--- src/rtl/data_bus_arb.sv ---
// Two-master Wishbone data bus arbiter.
// Master 0 is the CPU data port and master 1 is the host/EPP DMA port.
// The grant is registered. After a master is granted, it keeps the bus for as
// long as its CYC stays high, so multi-beat and read-modify-write cycles are
// never split. Contention from idle is settled round-robin.
// A watchdog aborts a strobed access with ERR when the slave does not ACK
// within TIMEOUT_CYCLES cycles.
module data_bus_arb #(
   parameter int TIMEOUT_CYCLES = 255
) (
   input  logic        CLK,
   input  logic        RST_ASYNC,
   // master 0 (CPU data port)
   input  logic        M0_CYC_IN,
   input  logic        M0_STB_IN,
   input  logic        M0_WE_IN,
   input  logic [31:0] M0_ADR_IN,
   input  logic [3:0]  M0_SEL_IN,
   input  logic [31:0] M0_DAT_WR_IN,
   output logic        M0_ACK_OUT,
   output logic        M0_ERR_OUT,
   output logic [31:0] M0_DAT_RD_OUT,
   // master 1 (host/EPP DMA port)
   input  logic        M1_CYC_IN,
   input  logic        M1_STB_IN,
   input  logic        M1_WE_IN,
   input  logic [31:0] M1_ADR_IN,
   input  logic [3:0]  M1_SEL_IN,
   input  logic [31:0] M1_DAT_WR_IN,
   output logic        M1_ACK_OUT,
   output logic        M1_ERR_OUT,
   output logic [31:0] M1_DAT_RD_OUT,
   // shared slave side
   output logic        S_CYC_OUT,
   output logic        S_STB_OUT,
   output logic        S_WE_OUT,
   output logic [31:0] S_ADR_OUT,
   output logic [3:0]  S_SEL_OUT,
   output logic [31:0] S_DAT_WR_OUT,
   input  logic        S_ACK_IN,
   input  logic [31:0] S_DAT_RD_IN,
   // one-hot grant, bit n = master n
   output logic [1:0]  GNT_OUT
);

   typedef enum logic [1:0] {IDLE, GNT0, GNT1} stateT;

   // The counter matches one cycle early. The cycle that asserts ERR is itself
   // the TIMEOUT_CYCLES-th strobed cycle.
   localparam logic [15:0] TIMEOUT_LAST = 16'(TIMEOUT_CYCLES - 1);

   stateT       stateReg, stateNext;
   logic        lastGntReg, lastGntNext;   // 1 = master 1 was granted last
   logic [15:0] waitCntReg, waitCntNext;

   logic        selCyc, selStb, selWe;
   logic [31:0] selAdr, selDatWr;
   logic [3:0]  selSel;
   logic        gnt0, gnt1;
   logic        timeoutHit;

   // State, round-robin memory and wait counter. Reset acts immediately.
   always_ff @(posedge CLK or posedge RST_ASYNC) begin
      if (RST_ASYNC) begin
         stateReg   <= IDLE;
         lastGntReg <= 1'b1;
         waitCntReg <= 16'd0;
      end else begin
         stateReg   <= stateNext;
         lastGntReg <= lastGntNext;
         waitCntReg <= waitCntNext;
      end
   end

   // Next-state selection. CYC locks the bus, and a release hands over directly.
   always_comb begin
      stateNext = stateReg;
      unique case (stateReg)
         IDLE: begin
            if (M0_CYC_IN && M1_CYC_IN)
               stateNext = lastGntReg ? GNT0 : GNT1;
            else if (M0_CYC_IN)
               stateNext = GNT0;
            else if (M1_CYC_IN)
               stateNext = GNT1;
         end
         GNT0: begin
            if (!M0_CYC_IN)
               stateNext = M1_CYC_IN ? GNT1 : IDLE;
         end
         GNT1: begin
            if (!M1_CYC_IN)
               stateNext = M0_CYC_IN ? GNT0 : IDLE;
         end
         default: stateNext = IDLE;
      endcase
   end

   // Remember which master entered a grant most recently.
   always_comb begin
      lastGntNext = lastGntReg;
      if (stateNext != stateReg) begin
         if (stateNext == GNT0)
            lastGntNext = 1'b0;
         else if (stateNext == GNT1)
            lastGntNext = 1'b1;
      end
   end

   assign gnt0 = (stateReg == GNT0);
   assign gnt1 = (stateReg == GNT1);

   // Request mux. Everything reads zero while no master is granted.
   always_comb begin
      selCyc   = 1'b0;
      selStb   = 1'b0;
      selWe    = 1'b0;
      selAdr   = 32'h0;
      selSel   = 4'h0;
      selDatWr = 32'h0;
      if (gnt0) begin
         selCyc   = M0_CYC_IN;
         selStb   = M0_STB_IN;
         selWe    = M0_WE_IN;
         selAdr   = M0_ADR_IN;
         selSel   = M0_SEL_IN;
         selDatWr = M0_DAT_WR_IN;
      end else if (gnt1) begin
         selCyc   = M1_CYC_IN;
         selStb   = M1_STB_IN;
         selWe    = M1_WE_IN;
         selAdr   = M1_ADR_IN;
         selSel   = M1_SEL_IN;
         selDatWr = M1_DAT_WR_IN;
      end
   end

   // An ACK in the same cycle beats the timeout.
   assign timeoutHit = selStb && !S_ACK_IN && (waitCntReg == TIMEOUT_LAST);

   // Count unacknowledged strobed cycles. Restart on ACK, idle strobe, abort or handover.
   always_comb begin
      waitCntNext = waitCntReg + 16'd1;
      if ((stateNext != stateReg) || !selStb || S_ACK_IN || timeoutHit)
         waitCntNext = 16'd0;
   end

   assign S_CYC_OUT    = selCyc && !timeoutHit;
   assign S_STB_OUT    = selStb && !timeoutHit;
   assign S_WE_OUT     = selWe;
   assign S_ADR_OUT    = selAdr;
   assign S_SEL_OUT    = selSel;
   assign S_DAT_WR_OUT = selDatWr;

   // Responses go only to the granted master. A late ACK is passed on only while that master strobes.
   assign M0_ACK_OUT    = gnt0 && M0_STB_IN && S_ACK_IN;
   assign M1_ACK_OUT    = gnt1 && M1_STB_IN && S_ACK_IN;
   assign M0_ERR_OUT    = gnt0 && timeoutHit;
   assign M1_ERR_OUT    = gnt1 && timeoutHit;
   assign M0_DAT_RD_OUT = gnt0 ? S_DAT_RD_IN : 32'h0;
   assign M1_DAT_RD_OUT = gnt1 ? S_DAT_RD_IN : 32'h0;

   assign GNT_OUT = {gnt1, gnt0};

endmodule

--- config.mk ---
export PLATFORM = sky130hd
export DESIGN_NAME = data_bus_arb
export DESIGN_NICKNAME = d
export VERILOG_FILES = /design/src/rtl/data_bus_arb.sv
export SDC_FILE = /design/constraint.sdc
export NUM_CORES = 1
export LEC_CHECK = 0
export ABC_CLOCK_PERIOD_IN_PS = 2200
export CELL_PAD_IN_SITES_DETAIL_PLACEMENT = 1
export CELL_PAD_IN_SITES_GLOBAL_PLACEMENT = 1
export CORE_ASPECT_RATIO = 1.75
export CORE_MARGIN = 2
export CORE_UTILIZATION = 14
export CTS_CLUSTER_SIZE = 8
export DETAILED_ROUTE_END_ITERATION = 7
export PLACE_DENSITY = 0.82
export SYNTH_ARGS = -nofsm -noshare
export SYNTH_HDL_FRONTEND = slang
export SYNTH_SLANG_ARGS = --single-unit
--- constraint.sdc ---
create_clock -name CLK -period 2.2 [get_ports CLK]
set_clock_uncertainty 0.05 [all_clocks]
set_input_delay 0.22 -clock CLK [delete_from_list [all_inputs] [get_ports CLK]]
set_output_delay 0.22 -clock CLK [all_outputs]
set_load 0.01 [all_outputs]
==> flow_summary.toml, run 1 <==
[worst_setup_path]
r2r_cells = 6
endpoint_kind = "output pin"
critPathArrivalTime_ns = 1.90
cp-start-kind = "flip-flop"
critical_path_class = "flip-flop to output pin"
cp_top_family = "simple AND/OR/NAND/NOR gates"
slowest_delay_ns = 0.37
cp.required_ns = 1.93
crit_path_cell_trace = "inv_1, ha_1, and4b_1, nand4_1, nor3_2, buf_4, and2_1, clkdlybuf4s15_1"
critPathMaxFanout = 4
crit_cells = 8
cp_num_buf_inv = 3
cp_slowest_cell = "dfrtp_1"

[synthesis]
synth_seq_area_share_pct = 22.1
syn_inst = 272
synth_edf_count = 0
async_reset_ff_share_pct = 100
avgSynthCellArea_um2 = 7.92
netlist_area_um2 = 2150
synth_top_family_by_area = "simple AND/OR/NAND/NOR gates"
synthAdderAreaFrac_pct = 1.74
synth_compound_area_share_pct = 30.5
syn_nets = 452
ys_types = 34
ys_ff_latch = 19
synthSimpleGateAreaFrac_pct = 33.4
muxShareOfSynthArea_pct = 0
yosysWarnings = 0
yosys.area_share.xor_xnor_pct = 5.28
ys.flop_type = "dfrtp_1"

[final_layout]
layout_commonest_cell = "clkdlybuf4s50_1"
area_delta_synth_final_pct = 180
fin_nets = 781
seq_area_um2 = 478
multiInputGateArea_um2 = 1680
final_cell_mix = "clkdlybuf4s50_1 (211), dlygate4sd2_1 (84), a22o_1 (69)"
drive_gt1_share_pct = 11.0
n_fill_cell = 1774
final_cell_area_um2 = 6040

[drt]
drtIter0Drc = 95
vias = 3560
wire_per_inst_um = 23.9
viasPerCell = 4.52
wl_met3_um = 2890
drt-met1-wl_um = 6820
wl_met2_um = 8910
remaining_drc_errors = 0
first_pass_iters = 4
top_layer = "met5"
ant_nets = 0
drt-total-wl_um = 18900

[status]
outcome = "completed"

[placed_design]
pre_cts_ws_ns = -0.150
hpwlAfterDp_um = 14300
gp_routability_congestion = 0.916
port_buffers = 317
place_area_um2 = 5620

[cts]
clock-sinks = 19
clkTransAtPathRegs_ns = 0.06
clk_latency_ns = 0.25
cts-htree-levels = 1
cts_buffers = 3
hold_buffers = 0
root_buffer = "clkbuf_16"
cts_buffer_depth = 2
cts_tree = "yes"

[floorplan]
start_util_pct = 14.1
dieArea_um2 = 16400
core_region_area_um2 = 15200
die_x_um = 97.8
io_pins = 318
die_h_um = 168
fp-row-count = 60

[power_and_ir_drop]
p_per_area_nw_per_um2 = 550
vdd_drop_max_uv = 277
p_leak_nw = 2.89

[grt]
grt_usage_pct = 21.4
antenna_found_initial = 3
grt_pass1_wl_um = 26400
overflow = 0
grt_max_degree = 53
grt_pass1_vias = 3895

[flow_run]
cap_violations = 0

[sta]
slew_violations = 0
setup_ws_ns = 0.0331
slew_headroom_pct = 45.5
setup_viol_count_final = 0
min_period_over_period_pct = 98.5
max_freq_ghz = 0.461
rsz0062_at_grt = "true"
period_minus_slack_ns = 2.17
tightest_slew_ns = 0.816
timing.final.hold_violations = 0

[worst_hold_path]
hp-class = "primary input to asynchronous set/reset pin"
==> worst paths after layout <==
path                                              start                       end  slack [ns]
worst max-delay path            waitCntReg[0]$_DFF_PP0_                M0_ERR_OUT        0.03
worst min-delay path                          RST_ASYNC  waitCntReg[10]$_DFF_PP0_        0.38
worst max register to register    stateReg[0]$_DFF_PP0_   waitCntReg[9]$_DFF_PP0_        0.04
worst min register to register   lastGntReg$_DFFE_PP1P_    lastGntReg$_DFFE_PP1P_        0.50
max in group asynchronous                     RST_ASYNC     stateReg[0]$_DFF_PP0_        1.16
min in group CLK                 lastGntReg$_DFFE_PP1P_    lastGntReg$_DFFE_PP1P_        0.50
==> report_power, final <==
part | switching (mW) | leakage [nW] | internal (mW)
Clock | 0.134 | 0.0382 | 0.247
Combinational | 1.21 | 2.59 | 1.34
Sequential | 0.0164 | 0.258 | 0.377
==> sequential cells by signal, indices dropped and copies added, names as in the netlist <==
register	cells
stateReg	2
lastGntReg	1
waitCntReg	16
==> layer usage <==
| metal | up-vias | GRT usage (%) |
|---|---|---|
| li1 | 1641 | - |
| met1 | 1700 | 23.8 |
| met2 | 202 | 34.4 |
| met3 | 15 | 14.0 |
| met4 | 2 | 4.23 |
| met5 | - | 0 |
==> cells by family after synthesis <==
family,after synthesis
DFF,19
AOI/OAI and AO/OA,78
adders and majority gates,3
buffers and inverters,35
xor gates and xnor gates,13
and+or+nand+nor,124
==> metrics by stage <==
step                      std cells  utilization, %  power [mW]  hold slack, ns  setup TNS (ns)
after global placement          767            36.9        2.83           0.442           -2.05
after global routing            788            39.6        3.50           0.471          -0.299
after detailed placement        767            36.9        2.86           0.493           -2.99
after CTS                       781            38.2        3.32           0.412           -1.40
final                           788            39.6        3.32           0.382               0
after floorplan                 272               -        1.32           0.120               0
==> layout make-up <==
cell class	instances	share of cell area [%]
Timing Repair Buffer	352	58.7
Multi-Input combinational cell	218	27.7
Sequential cell	19	7.91
Tap cell	186	3.85
Clock buffer	4	1.30
Inverter	7	0.435
Antenna cell	2	0.0829
==> synthesized netlist by cell type (all sizes together), types with 2 or more instances <==
cell type  count  area, µm²
a22o          69        604
and2          67        419
clkbuf        21       78.8
nor2          21       78.8
dfrtp         18        450
xnor2         12        105
buf            7       42.5
inv            7       26.3
nand3          6       30.0
nor3           6       30.0
nand4          4       25.0
nor4           4       25.0
a21oi          3       15.0
and3           3       18.8
ha             3       37.5
nand2          3       11.3
nand3b         2       15.0
o21ai          2       10.0
o31ai          2       15.0
or4            2       18.8
==> timing repair <==
item	in CTS	in global routing
pin swaps	1	14
gates cloned	6	1
resized for setup	100	61
setup buffers	4	5
setup endpoints to repair	141	68
endpoints found under the hold margin	0	0
(Power assumes the default switching activity.)
==> inputs of run 2 (changes only) <==
- CORE_AREA: unset -> 2 2 124 126
- CORE_ASPECT_RATIO: 1.75 -> unset
- CORE_MARGIN: 2 -> unset
- CORE_UTILIZATION: 14 -> unset
- DIE_AREA: unset -> 0 0 126 128
- DONT_BUFFER_PORTS: unset -> 1
- PLACE_DENSITY: 0.82 -> 0.39
- SLEW_MARGIN: unset -> 40
==> flow_summary.toml, run 2 (synthesis results as in run 1) <==
[placed_design]
gp_routability_congestion = 0.803
hpwlAfterDp_um = 11100
place_area_um2 = 2360
port_buffers = 0
dp.cells = 441

[sta]
min_period_over_period_pct = 93.9
timing.final.hold_violations = 0
tns_ns = 0
setup_viol_count_final = 0
period_minus_slack_ns = 2.07
rsz0062_at_grt = "false"
whs_ns = 0.0926
slew_headroom_pct = 51.6
max_freq_ghz = 0.484
slew_violations = 0
tightest_slew_ns = 0.721

[cts]
clock-sinks = 19
cts_buffer_depth = 2
postCtsSetupBuffers = 0
root_buffer = "clkbuf_16"
cts_tree = "yes"
clk_latency_ns = 0.25
clkTransAtPathRegs_ns = 0.06
cts_buffers = 3
cts-htree-levels = 1

[drt]
drtIter0Drc = 84
ant_nets = 0
first_pass_iters = 5
wire_per_inst_um = 28.8
viasPerCell = 4.83
vias = 2166
remaining_drc_errors = 0
drt-total-wl_um = 12900

[floorplan]
fp-row-count = 45
start_util_pct = 14.5
die_x_um = 126
dieArea_um2 = 16100
die_h_um = 128
io_pins = 318
core_region_area_um2 = 14900

[final_layout]
largest_register_ffs = 16
final_cell_mix = "a22o_1 (69), and2_1 (67), nor2_1 (21)"
area_delta_synth_final_pct = 14.2
drive_gt1_share_pct = 6.59
stdcell_count = 448
fin_nets = 439
layout_commonest_cell = "a22o_1"
reg_top3 = "waitCntReg (16), stateReg (2), lastGntReg (1)"
final_cell_area_um2 = 2460
largest_register = "waitCntReg"

[worst_setup_path]
slowest_delay_ns = 0.40
cp.required_ns = 1.93
critPathArrivalTime_ns = 1.80
critPathMaxFanout = 53
crit_start = "stateReg[0]$_DFF_PP0_"
endpoint_kind = "output pin"
r2r_end = "waitCntReg[15]$_DFF_PP0_"
cp_slowest_cell = "a22o_1"
r2r_cells = 5
crit_path_cell_trace = "buf_4, and2b_4, buf_6, a22o_1"
cp-start-kind = "flip-flop"
r2r-start = "stateReg[0]$_DFF_PP0_"
reg2reg_slack_ns = 0.19
critical_path_class = "flip-flop to output pin"
cp_top_family = "buffers and inverters"
cp_num_buf_inv = 2

[power_and_ir_drop]
p_per_area_nw_per_um2 = 806
totalPowerFinal_mw = 1.98
vdd_drop_max_uv = 359
p_leak_nw = 0.930

[grt]
antenna_found_initial = 3
grt_pass1_wl_um = 16000
grt_pass1_vias = 1998
grt_usage_pct = 14.0
grt_max_degree = 56
overflow = 0

[worst_hold_path]
min_to = "stateReg[0]$_DFF_PP0_"
hold_depth = 1
hp-class = "primary input to flip-flop"
hold_start = "M0_CYC_IN"

[flow_run]
cap_violations = 0

[status]
outcome = "completed"
## run 2: changes by cell type in the layout (fill, tap and decap cells not counted), moves of 2 or more
cell,previous run,this run
buf_12,3,1
buf_16,5,0
nor2_1,6,21
buf_4,24,6
clkbuf_2,2,0
nor2_4,15,0
dlygate4sd2_1,84,0
clkdlybuf4s15_1,4,0
clkdlybuf4s50_1,211,0
dlymetal6s2s_1,16,0
## run 2: stage by stage
stage | utilization, % | worst slack, ns
2_1_floorplan | - | 0.140
3_3_place_gp | 15.9 | 0.202
3_5_place_dp | 15.9 | 0.180
4_1_cts | 16.5 | 0.0432
5_1_grt | 16.5 | 0.0294
6_report | 16.5 | 0.133
## run 2: worst max-delay path by stage
stage                          endpoint  slack, ns  cells past startpoint
2_1_floorplan  waitCntReg[14]$_DFF_PP0_       0.14                      6
3_5_place_dp   waitCntReg[15]$_DFF_PP0_       0.18                      5
3_3_place_gp   waitCntReg[15]$_DFF_PP0_       0.20                      5
6_report                S_DAT_WR_OUT[7]       0.13                      4
5_1_grt                      M1_ERR_OUT       0.03                      5
4_1_cts                 S_DAT_WR_OUT[7]       0.04                      4
## run 2: timing repair
item	4_1_cts	5_1_grt
endpoints found under the hold margin	18	0
hold buffers	1	0
resized for setup	0	2
endpoints found under the setup margin	0	5
## run 2: cell type report
| type | instances | area, µm² |
|---|---|---|
| Antenna cell | 2 | 5.00 |
| Clock buffer | 4 | 78.8 |
| Fill cell | 1776 | 12400 |
| Inverter | 7 | 26.3 |
| Multi-Input combinational cell | 218 | 1540 |
| Sequential cell | 19 | 477 |
| Tap cell | 188 | 235 |
| Timing Repair Buffer | 10 | 97.6 |
## run 2: routing by layer
layer | wire (µm) | global-route usage [%]
met1 | 5580 | 19.8
met2 | 5690 | 19.3
met3 | 1610 | 6.64
met4 | 29 | 2.46
met5 | 10 | 0
## run 2: power breakdown
group / total (mW) / leakage (nW) / switching [mW] / internal [mW]
Clock: 0.385 / 0.0382 / 0.138 / 0.247
Combinational: 1.21 / 0.633 / 0.819 / 0.388
Sequential: 0.390 / 0.259 / 0.0137 / 0.376
Total: 1.98 / 0.930 / 0.971 / 1.01
==> inputs of run 3 (changes only) <==
- SKIP_LAST_GASP: unset -> 1
==> results of run 3 <==
No change in the layout: final DEF, timing and power equal those of run 2.
